## config.mk

```make
export PLATFORM = sky130hd
export DESIGN_NAME = instruction_fetch_unit
export DESIGN_NICKNAME = d
export VERILOG_FILES = /design/src/rtl/core_pkg.sv /design/src/rtl/fetch_pc_register.sv /design/src/rtl/instruction_fetch_unit.sv
export SDC_FILE = /design/constraint.sdc
export NUM_CORES = 1
export LEC_CHECK = 0
export CAP_MARGIN = 5
export CORE_MARGIN = 2
export CORE_UTILIZATION = 30
export CTS_CLUSTER_DIAMETER = 150
export DETAILED_ROUTE_END_ITERATION = 10
export HOLD_SLACK_MARGIN = 0.08
export PLACE_DENSITY = 0.49
export SETUP_SLACK_MARGIN = 0.3
export SLEW_MARGIN = 20
export SYNTH_ARGS = -nofsm -noshare
export SYNTH_HDL_FRONTEND = slang
export SYNTH_HIERARCHICAL = 1
export SYNTH_SLANG_ARGS = --single-unit
```

## constraint.sdc

```tcl
create_clock -name i_clk -period 3 [get_ports i_clk]
set_input_delay 0.45 -clock i_clk [delete_from_list [all_inputs] [get_ports i_clk]]
set_output_delay 0.45 -clock i_clk [all_outputs]
set_load 0.01 [all_outputs]
```

## src/rtl/core_pkg.sv

```systemverilog
// rtl/core_pkg.sv - shared fetch FSM encoding and instruction alignment constants
package core_pkg;

    // Fetch FSM state encoding (3-bit)
    localparam logic [2:0] FETCH_IDLE  = 3'd0;
    localparam logic [2:0] FETCH_REQ   = 3'd1;
    localparam logic [2:0] FETCH_HOLD  = 3'd2;
    localparam logic [2:0] FETCH_EXEC  = 3'd3;
    localparam logic [2:0] FETCH_FAULT = 3'd4;

    typedef enum logic [2:0] {
        S_IDLE  = FETCH_IDLE,
        S_REQ   = FETCH_REQ,
        S_HOLD  = FETCH_HOLD,
        S_EXEC  = FETCH_EXEC,
        S_FAULT = FETCH_FAULT
    } fetch_state_t;

    localparam int         INSTR_BYTES = 4;
    // Low PC bits that must be zero for a word-aligned instruction address
    localparam logic [1:0] ALIGN_MASK  = 2'(INSTR_BYTES - 1);

endpackage

```

## src/rtl/fetch_pc_register.sv

```systemverilog
// rtl/fetch_pc_register.sv - program counter, next-PC selection and branch alignment check
//
// Ports:
//   i_clk, i_reset     clock, synchronous active-high reset (pc <= RESET_PC)
//   i_load             commit o_pc_next into the PC this cycle
//   i_branch_taken     select i_branch_target instead of pc+4
//   i_branch_target    branch destination
//   o_pc               current PC
//   o_pc_next          candidate next PC (wraps modulo 2^ADDR_WIDTH)
//   o_misaligned       taken branch to a non-word-aligned target
module fetch_pc_register
    import core_pkg::*;
#(
    parameter int                    ADDR_WIDTH = 32,
    parameter logic [ADDR_WIDTH-1:0] RESET_PC   = '0
) (
    input  logic                  i_clk,
    input  logic                  i_reset,
    input  logic                  i_load,
    input  logic                  i_branch_taken,
    input  logic [ADDR_WIDTH-1:0] i_branch_target,
    output logic [ADDR_WIDTH-1:0] o_pc,
    output logic [ADDR_WIDTH-1:0] o_pc_next,
    output logic                  o_misaligned
);

    logic [ADDR_WIDTH-1:0] r_pc;
    logic [ADDR_WIDTH-1:0] w_pc_seq;

    // Natural truncation of the add gives the required wrap at the top of memory
    assign w_pc_seq     = r_pc + ADDR_WIDTH'(INSTR_BYTES);
    assign o_pc_next    = i_branch_taken ? i_branch_target : w_pc_seq;
    assign o_misaligned = i_branch_taken && ((i_branch_target[1:0] & ALIGN_MASK) != 2'b00);
    assign o_pc         = r_pc;

    always_ff @(posedge i_clk) begin
        if (i_reset) begin
            r_pc <= RESET_PC;
        end else if (i_load) begin
            r_pc <= o_pc_next;
        end
    end

endmodule

```

## src/rtl/instruction_fetch_unit.sv

```systemverilog
// rtl/instruction_fetch_unit.sv - single-outstanding instruction fetch with controller start handshake
//
// Ports:
//   i_clk, i_reset           clock, synchronous active-high reset
//   i_fetch_en               permit new fetches; low parks in IDLE once the current instruction retires
//   i_active                 controller active flag
//   i_writeback_state        controller writeback strobe
//   i_branch_taken/target    next-PC selection, sampled only on the writeback cycle
//   o_imem_req/o_imem_addr   instruction memory request, held until i_imem_ack
//   i_imem_ack/i_imem_rdata  memory response
//   o_instruction/o_instr_pc held instruction and its PC
//   o_instr_valid            held instruction is live
//   o_start                  begin-instruction request to the controller
//   o_fault                  sticky misaligned-branch fault
module instruction_fetch_unit
    import core_pkg::*;
#(
    parameter int                    ADDR_WIDTH  = 32,
    parameter int                    INSTR_WIDTH = 32,
    parameter logic [ADDR_WIDTH-1:0] RESET_PC    = '0
) (
    input  logic                   i_clk,
    input  logic                   i_reset,
    input  logic                   i_fetch_en,
    input  logic                   i_active,
    input  logic                   i_writeback_state,
    input  logic                   i_branch_taken,
    input  logic [ADDR_WIDTH-1:0]  i_branch_target,
    output logic                   o_imem_req,
    output logic [ADDR_WIDTH-1:0]  o_imem_addr,
    input  logic                   i_imem_ack,
    input  logic [INSTR_WIDTH-1:0] i_imem_rdata,
    output logic [INSTR_WIDTH-1:0] o_instruction,
    output logic [ADDR_WIDTH-1:0]  o_instr_pc,
    output logic                   o_instr_valid,
    output logic                   o_start,
    output logic                   o_fault
);

    fetch_state_t r_state, w_state_next;

    logic                   r_imem_req,    w_imem_req_next;
    logic [ADDR_WIDTH-1:0]  r_imem_addr,   w_imem_addr_next;
    logic [INSTR_WIDTH-1:0] r_instruction, w_instruction_next;
    logic [ADDR_WIDTH-1:0]  r_instr_pc,    w_instr_pc_next;
    logic                   r_instr_valid, w_instr_valid_next;
    logic                   r_start,       w_start_next;
    logic                   r_fault,       w_fault_next;

    logic                   w_pc_load;
    logic [ADDR_WIDTH-1:0]  w_pc;
    logic [ADDR_WIDTH-1:0]  w_pc_next;
    logic                   w_misaligned;
    logic                   w_retire;

    fetch_pc_register #(
        .ADDR_WIDTH (ADDR_WIDTH),
        .RESET_PC   (RESET_PC)
    ) u_pc (
        .i_clk           (i_clk),
        .i_reset         (i_reset),
        .i_load          (w_pc_load),
        .i_branch_taken  (i_branch_taken),
        .i_branch_target (i_branch_target),
        .o_pc            (w_pc),
        .o_pc_next       (w_pc_next),
        .o_misaligned    (w_misaligned)
    );

    assign w_retire = i_writeback_state && i_active;

    always_ff @(posedge i_clk) begin
        if (i_reset) begin
            r_state       <= S_IDLE;
            r_imem_req    <= 1'b0;
            r_imem_addr   <= RESET_PC;
            r_instruction <= '0;
            r_instr_pc    <= '0;
            r_instr_valid <= 1'b0;
            r_start       <= 1'b0;
            r_fault       <= 1'b0;
        end else begin
            r_state       <= w_state_next;
            r_imem_req    <= w_imem_req_next;
            r_imem_addr   <= w_imem_addr_next;
            r_instruction <= w_instruction_next;
            r_instr_pc    <= w_instr_pc_next;
            r_instr_valid <= w_instr_valid_next;
            r_start       <= w_start_next;
            r_fault       <= w_fault_next;
        end
    end

    always_comb begin
        w_state_next       = r_state;
        w_imem_req_next    = r_imem_req;
        w_imem_addr_next   = r_imem_addr;
        w_instruction_next = r_instruction;
        w_instr_pc_next    = r_instr_pc;
        w_instr_valid_next = r_instr_valid;
        w_start_next       = r_start;
        w_fault_next       = r_fault;
        w_pc_load          = 1'b0;

        unique case (r_state)
            S_IDLE: begin
                if (i_fetch_en) begin
                    w_state_next     = S_REQ;
                    w_imem_req_next  = 1'b1;
                    w_imem_addr_next = w_pc;
                end
            end
            S_REQ: begin
                // fetch_en is deliberately not looked at: an issued request always completes
                if (i_imem_ack) begin
                    w_state_next       = S_HOLD;
                    w_instruction_next = i_imem_rdata;
                    w_instr_pc_next    = w_pc;
                    w_instr_valid_next = 1'b1;
                    w_imem_req_next    = 1'b0;
                    w_start_next       = 1'b1;
                end
            end
            S_HOLD: begin
                if (i_active) begin
                    w_state_next = S_EXEC;
                    w_start_next = 1'b0;
                end
            end
            S_EXEC: begin
                if (w_retire) begin
                    w_instr_valid_next = 1'b0;
                    if (w_misaligned) begin
                        w_state_next = S_FAULT;
                        w_fault_next = 1'b1;
                    end else begin
                        w_pc_load = 1'b1;
                        if (i_fetch_en) begin
                            // Issue the next fetch directly from the freshly computed PC
                            w_state_next     = S_REQ;
                            w_imem_req_next  = 1'b1;
                            w_imem_addr_next = w_pc_next;
                        end else begin
                            w_state_next = S_IDLE;
                        end
                    end
                end
            end
            S_FAULT: begin
                w_imem_req_next = 1'b0;
                w_start_next    = 1'b0;
                w_fault_next    = 1'b1;
            end
            default: begin
                w_state_next = S_IDLE;
            end
        endcase
    end

    assign o_imem_req    = r_imem_req;
    assign o_imem_addr   = r_imem_addr;
    assign o_instruction = r_instruction;
    assign o_instr_pc    = r_instr_pc;
    assign o_instr_valid = r_instr_valid;
    assign o_start       = r_start;
    assign o_fault       = r_fault;

endmodule
```

==> results of run 1 <==
kinds of logic (layout without fill, tap and decap cells):
family | after synthesis | count (layout) | synth area share (%)
flops | 135 | 135 | 39.40
buf+inv | 86 | 243 | 5.636
simple gates | 429 | 429 | 28.91
mux | 5 | 5 | 0.8026
compound gates | 215 | 215 | 23.66
xor+xnor | 11 | 11 | 1.405
fa+ha+maj | 1 | 1 | 0.1824
flip-flops by register name, indices dropped and copies added, names as in the netlist:
name / count
o_imem_addr: 32
o_instr_pc: 32
o_instruction: 32
u_pc/o_pc: 32
r_state: 3
o_fault: 1
o_imem_req: 1
o_instr_valid: 1
o_start: 1
worst min-delay path, delay by kind of cell (launching register included):
family                 cells  cell delay (ns)
DFF                        1             0.31
buffers and inverters      1             0.05
AOI/OAI and AO/OA          1             0.05
where the power goes:
group | switching (W) | total (W) | leakage, nW | internal [W]
registers | 0.0000488 | 0.00191 | 1.10 | 0.00186
clock network | 0.000827 | 0.00215 | 0.285 | 0.00132
logic | 0.000322 | 0.000627 | 1.72 | 0.000305
final timing paths:
path / start / to / slack (ns) / depth (start not counted)
worst max register to register: u_pc/o_pc[16]$_SDFFE_PP0P_ / o_imem_addr[27]$_SDFFE_PP0P_ / 0.48 / 6
worst max-delay path: u_pc/o_pc[16]$_SDFFE_PP0P_ / o_imem_addr[27]$_SDFFE_PP0P_ / 0.48 / 6
worst min-delay path: o_fault$_SDFFE_PP0P_ / o_fault$_SDFFE_PP0P_ / 0.45 / 2
worst min register to register: o_fault$_SDFFE_PP0P_ / o_fault$_SDFFE_PP0P_ / 0.45 / 2
per-stage QoR:
stage	util (%)	setup WS [ns]	cells	instance area (um2)	total power (W)
2_1_floorplan	-	0.4243	882	6859	0.002266
3_3_place_gp	39.20	0.3599	1292	8847	0.002584
3_5_place_dp	39.20	0.3404	1292	8847	0.002585
4_1_cts	41.84	0.5112	1324	9444	0.004760
5_1_grt	41.85	0.3039	1324	9445	0.004896
6_report	41.85	0.4807	1324	9445	0.004690
metal layers:
metal | wire (um) | vias up | track usage [%]
li1 | - | 3444 | -
met1 | 11170 | 3225 | 26.48
met2 | 10210 | 246 | 30.05
met3 | 1376 | 18 | 3.760
met4 | 265 | 0 | 5.723
met5 | 0 | - | 0
cell type report:
class                      count  area, um2
sequential                   135       2703
multi-input combinational    661       3782
inverter                      12      45.04
clock inverter                13      153.9
timing repair buffer         199       1962
fill                        2282      13130
clock buffer                  19      442.9
tap                          285      356.6
repair_timing:
| action | CTS | global route |
|---|---|---|
| resized for setup | 0 | 1 |
| buffers inserted | 0 | 0 |
| endpoints found under the setup margin | 0 | 1 |
| hold buffers | 0 | 0 |
placed cells by master (no fill, tap or decap), drive strengths merged, types with 4 or more instances in the layout:
cell / synthesis / routed
buf: 20 / 31
a21o: 5 / 5
clkinvlp: 0 / 4
inv: 12 / 13
and3: 14 / 14
mux2: 4 / 4
clkinv: 0 / 5
nor3: 13 / 13
o41ai: 4 / 4
clkdlybuf4s50: 0 / 168
a22oi: 10 / 10
o21ai: 23 / 23
a32o: 4 / 4
a311oi: 32 / 32
nand3: 29 / 29
dfxtp: 135 / 135
nand4: 18 / 18
o311ai: 8 / 8
or4: 17 / 17
xnor2: 10 / 10
and4: 9 / 9
a31oi: 15 / 15
a21oi: 79 / 79
nor2: 69 / 69
o31ai: 5 / 5
nand2b: 4 / 4
nand2: 236 / 236
clkbuf: 54 / 19
o211ai: 9 / 9
o31a: 4 / 4
==> run summary, run 1 <==
The run finished with clean final reports. The category of cells accounting for the largest share of critical-path delay is simple AND/OR/NAND/NOR gates. The critical path start-end classification is flip-flop to flip-flop. The average detailed-routed wire length per instance is 17.39 um. The number of endpoints failing setup at the final stage is 0.

STA classifies the critical path endpoint as a flip-flop. The final count of pins violating max slew came out at 0. Setup repair after global routing left no endpoint under its margin. The number of antenna violations at the first check in global routing came out at 0. The synthesized netlist occupies a cell area of 6859 um2.

The cell count after synthesis came out at 882. In the final design database the tool counted 1,098 nets. The power density relative to cell area came out at 496.6 nW/um2. The critical path contains buffers and inverters numbering 0 combined. The largest fanout of any net on the critical path is 12. The critical path goes through and4_1, nand3_1, or4_1, a31oi_1, nand2_1, a311oi_2. The worst clock skew on the final layout came out at 0.01032 ns. Buffers inserted during clock tree synthesis total 17.

The synthesized net count came out at 954. By instance count, the leading cell after synthesis is sky130_fd_sc_hd__nand2_1. The detail route stage leaves a number of antenna-violating nets equal to 0. The number of synthesized register bits came out at 135. After synthesis, the largest area contributor takes up 39.40% of total cell area. The routability-driven placement congestion ratio is 0.7994. The number of DRC markers in iteration 0 came out at 406. The placement row count is 55.

The actual transition at the worst max-transition pin is 0.7136 ns. After synthesis, the netlist uses 65 different library cells. CTS saw 135 sinks. At the later pin of the worst-skew pair, clock insertion delay measures 0.42 ns. In this run the count of I/O pins placed on the die edge is 171.

The first-pass GRT wire length came out at 36,570 um. The total length of routed wires came out at 23,020 um. The part of the cycle the worst path needs is 83.98%. Summed over all failing endpoints, the final setup total negative slack is 0 ns. Measured against its own limit, the worst slew margin works out to 52.25%.

The final critical-path required period is 2.519 ns. The total core area came out at 22,570 um2. The post-detailed-placement half-perimeter wirelength came out at 15,340 um. The average vias per placed instance came out at 5.236. Across the run, the number of max-cap violations was 0. In this run the worst hold path is classified as flip-flop to flip-flop.

The cell type with the highest aggregate area in the netlist is sky130_fd_sc_hd__dfxtp_1. The all-layer global routing usage came out at 19.09%. The analysis attributes to cell leakage a power of 3.103 nW.

The die boundary width is 155.2 um. The pin count of the biggest net entering global routing came out at 55. From bottom edge to top edge, the die measures 155.2 um. The register clock-pin slew on the reported worst setup and hold paths came out at 0.06 ns. The launching element type of the critical path is a flip-flop.

On the final layout, the worst hold slack is 0.4490 ns. The slowest stage cell on the critical path is sky130_fd_sc_hd__or4_1. The via count of the first global-routing pass is 6,640.

The number of flops mapped to enable cells by yosys came out at 0. The final-report hold violation count is 0. The detailed-route DRC error count is 0. The number of vias in the routed layout is 6,933. For this run, asynchronously set or reset flops after synthesis account for 0%. The starting utilization of the core area came out at 30.39%. The number of warning messages in the yosys log is 6.

The clock root buffer master is sky130_fd_sc_hd__clkbuf_16. The die footprint came out at 24,090 um2. The length of the first detailed-routing pass in iterations is 5.

The maximum clock insertion buffer count is 2. TritonCTS built the clock tree. The depth of the CTS H-tree came out at 4. The count of input and output buffers is 170. The area growth from synthesis to layout is 37.71%.

Data on the critical path is required at its endpoint by 3.33 ns. The repair_antennas step left the layout with diodes totalling 0. For this run, the top clock speed supported by timing is 396.9 MHz.

The highest cell delay on the worst timing path came out at 0.57 ns. The most used flip-flop cell after synthesis is sky130_fd_sc_hd__dfxtp_1. The global-route congestion overflow total came out at 0. In the post-synthesis netlist, the biggest area contributors are sky130_fd_sc_hd__dfxtp_1, sky130_fd_sc_hd__nand2_1, sky130_fd_sc_hd__a311oi_2. VDD sags by at most 0.2866 mV.

The share of the yosys chip area belonging to registers came out at 39.40%. By count the netlist is led by sky130_fd_sc_hd__nand2_1, sky130_fd_sc_hd__dfxtp_1, sky130_fd_sc_hd__a21oi_1. Of the cells placed in the final design, the portion with a size suffix greater than 1 is 10.49%. The average instance area after synthesis is 7.777 um2. The data arrival time of the worst path came out at 2.85 ns.
No activity file was read; power rests on OpenSTA's default activity.
==> run 2, diff against run 1 <==
--- a/config.mk
+++ b/config.mk
@@ -11,7 +11,7 @@
 export CTS_CLUSTER_DIAMETER = 150
 export DETAILED_ROUTE_END_ITERATION = 10
 export HOLD_SLACK_MARGIN = 0.08
-export PLACE_DENSITY = 0.49
+export PLACE_DENSITY = 0.51
 export SETUP_SLACK_MARGIN = 0.3
 export SLEW_MARGIN = 20
 export SYNTH_ARGS = -nofsm -noshare
==> constraint.sdc (replaced) <==
create_clock -name i_clk -period 2.3 [get_ports i_clk]
set_input_delay 0.345 -clock i_clk [delete_from_list [all_inputs] [get_ports i_clk]]
set_output_delay 0.345 -clock i_clk [all_outputs]
set_load 0.01 [all_outputs]
==> run summary, run 2 (synthesis results as in run 1) <==
The post-detailed-placement half-perimeter wirelength came out at 16,410 um (was 15,340 um). The layout-stage area growth over the synthesis result is 47.54% (was 37.71%). The average vias per placed instance came to 5.171 (was 5.236). The final hold slack is 0.2817 ns (was 0.4490 ns).

The launching element type of the critical path is a flip-flop (unchanged). The number of violations of the max-capacitance limit is 0 (unchanged). The number of cells on the worst reg-to-reg path is 7 (was 6). The depth of the CTS H-tree is 4 (unchanged). The data required time of the critical path is 2.63 ns (was 3.33 ns).

The maximum clock insertion buffer count came out at 2 (unchanged). The global-route congestion overflow total is 0 (unchanged). The critical path start-end classification was flip-flop to flip-flop (unchanged). The die boundary width is 155.2 um (unchanged). The all-layer global routing usage came out at 19.28% (was 19.09%). The final critical-path required period was 2.084 ns (was 2.519 ns). The clock root buffer master was sky130_fd_sc_hd__clkbuf_16 (unchanged). The routability-driven placement congestion ratio is 0.8772 (was 0.7994). The pin count of the biggest net entering global routing was 46 (was 55). The total length of routed wires is 23,580 um (was 23,020 um). The TritonCTS sink count is 135 (unchanged). The actual transition at the worst max-transition pin came out at 0.7295 ns (was 0.7136 ns). The count of nets left with antenna violations after detail routing was 0 (unchanged). The static leakage power came to 3.502 nW (was 3.103 nW).

The number of vias in the routed layout is 7,177 (was 6,933). RSZ-0062 raised after global routing: yes (was no). The peak ir drop on the vdd network came out at 0.3388 mV (was 0.2866 mV). The power density relative to cell area is 606.8 nW/um2 (was 496.6 nW/um2). The worst clock skew on the final layout came out at 0.01060 ns (was 0.01032 ns). The die footprint came to 24,090 um2 (unchanged).

The number of endpoints failing setup at the final stage is 0 (unchanged). The kind of end point of the critical path is a flip-flop (unchanged). The number of antenna violations at the first check in global routing is 0 (unchanged). The share of post-route cells with drive strength above 1 is 18.59% (was 10.49%). The power after layout is 0.006140 W (was 0.004690 W). The first-pass GRT wire length came out at 37,190 um (was 36,570 um). The number of placed instances with taps included is 1,341 (was 1,292). The register clock-pin slew on the reported worst setup and hold paths is 0.06 ns (about the same). The number of hold buffers added after cts is 0 (unchanged).

The post-route cell area came out at 10,120 um2 (was 9445 um2). The average detailed-routed wire length per instance is 16.99 um (was 17.39 um). The part of the cycle the worst path needs is 90.61% (was 83.98%). The number of DRC markers in iteration 0 is 443 (was 406). The placement row count came to 55 (unchanged).

The final count of pins violating max slew is 0 (unchanged). The net count reported at finish came out at 1,162 (was 1,098). The number of buffers inserted during clock tree synthesis was 17 (unchanged).

The starting utilization of the core area came out at 30.39% (unchanged). The data arrival time of the worst path is 2.41 ns (was 2.85 ns). The upper clock frequency limit came out at 479.8 MHz (was 396.9 MHz). The setup TNS came out at 0 ns (unchanged). The latest clock arrival within the worst-skew pair is 0.42 ns (about the same).

The non-filler instance count after layout was 1,388 (was 1,324). The final-report hold violation count was 0 (unchanged). The cell area after placement came out at 9273 um2 (was 8847 um2). The class of the worst hold path is input pin to flip-flop (was flip-flop to flip-flop).

The count of input and output buffers is 170 (unchanged). The number of primary I/O pins is 171 (unchanged). The most common cell after layout, fill and taps aside is sky130_fd_sc_hd__nand2_1 (unchanged). The die span in y is 155.2 um (unchanged). The final antenna diode count came out at 0 (unchanged).

The length of the first detailed-routing pass in iterations is 5 (unchanged). The via count of the first global-routing pass was 6,809 (was 6,640). The worst hold path stage count is 2 (unchanged). The total core area is 22,570 um2 (unchanged). The largest fanout of any net on the critical path came to 4 (was 12). Most frequent cells in the layout: sky130_fd_sc_hd__nand2_1, sky130_fd_sc_hd__clkdlybuf4s50_1, sky130_fd_sc_hd__dfxtp_1 (unchanged). The detailed-route DRC error count came out at 0 (unchanged). Status: completed (unchanged). The TritonCTS clock tree is built (unchanged).

The worst slew slack as a fraction of its limit was 51.19% (was 52.25%).
-- run 2: cell count changes in the layout (fill, tap and decap cells not counted), moves of 3 or more --
cell                         delta
sky130_fd_sc_hd__buf_4         +60
sky130_fd_sc_hd__dfxtp_1       -18
sky130_fd_sc_hd__dfxtp_4       +15
sky130_fd_sc_hd__and4_4         +6
sky130_fd_sc_hd__clkbuf_1       +5
sky130_fd_sc_hd__clkinv_2       -5
sky130_fd_sc_hd__nand3_1        -5
sky130_fd_sc_hd__nand3_2        +5
sky130_fd_sc_hd__and4_1         -4
sky130_fd_sc_hd__buf_6          +3
sky130_fd_sc_hd__clkinvlp_4     -3
sky130_fd_sc_hd__dfxtp_2        +3
-- run 2: critical path: stages (launching register included) --
cell and delay, ns:
sky130_fd_sc_hd__dfxtp_2 0.35, sky130_fd_sc_hd__nand4_1 0.10, sky130_fd_sc_hd__buf_6 0.15, sky130_fd_sc_hd__or4_4 0.52, sky130_fd_sc_hd__or4_1 0.41, sky130_fd_sc_hd__o211ai_1 0.12, sky130_fd_sc_hd__nand2_1 0.10, sky130_fd_sc_hd__a311oi_2 0.25
-- run 2: area by class of cell --
cell class                 instances  area [um2]
clock inverter                     6       115.1
clock buffer                      26       489.2
sequential                       135        2763
fill                            2282       12450
multi-input combinational        662        3905
tap                              285       356.6
timing repair buffer             262        2446
inverter                          12       45.04
-- run 2: stage by stage --
step | setup WS (ns) | utilization [%]
finish | 0.2159 | 44.83
floorplan | 0.2825 | -
CTS | 0.1909 | 44.31
global placement | 0.04342 | 41.08
global route | 0.1241 | 44.83
detailed placement | 0.02326 | 41.08
-- run 2: final timing paths --
kind	from	to	slack, ns
setup / recovery	u_pc/o_pc[26]$_SDFFE_PP0P_	o_imem_addr[29]$_SDFFE_PP0P_	0.22
hold / removal	i_reset	o_imem_addr[12]$_SDFFE_PP0P_	0.28
hold reg to reg	o_instr_pc[4]$_SDFFE_PP0P_	o_instr_pc[4]$_SDFFE_PP0P_	0.45
setup reg to reg	u_pc/o_pc[26]$_SDFFE_PP0P_	o_imem_addr[29]$_SDFFE_PP0P_	0.22
-- run 2: metal layers --
metal / global-route usage [%] / wire, um / vias to the layer above
met5: 0 / 0 / -
met4: 4.631 / 295 / 0
met3: 3.900 / 1324 / 22
met2: 30.50 / 10410 / 240
met1: 27.05 / 11550 / 3338
li1: - / - / 3577
-- run 2: power by group --
part           internal (W)  switching [W]  total, W
Combinational      0.000418       0.000432  0.000850
Clock               0.00180        0.00102   0.00282
Sequential          0.00241      0.0000538   0.00247
-- run 2: repair_timing --
item,CTS,global route
cloned,1,0
buffers inserted,11,3
pin swaps,5,10
setup endpoints to repair,16,15
resized for setup,16,25
==> run 3, diff against run 2 <==
--- a/config.mk
+++ b/config.mk
@@ -8,7 +8,7 @@
 export CAP_MARGIN = 5
 export CORE_MARGIN = 2
 export CORE_UTILIZATION = 30
-export CTS_CLUSTER_DIAMETER = 150
+export CTS_CLUSTER_DIAMETER = 40
 export DETAILED_ROUTE_END_ITERATION = 10
 export HOLD_SLACK_MARGIN = 0.08
 export PLACE_DENSITY = 0.51
==> results of run 3 <==
Final layout, timing and power as in run 2 (identical DEF).
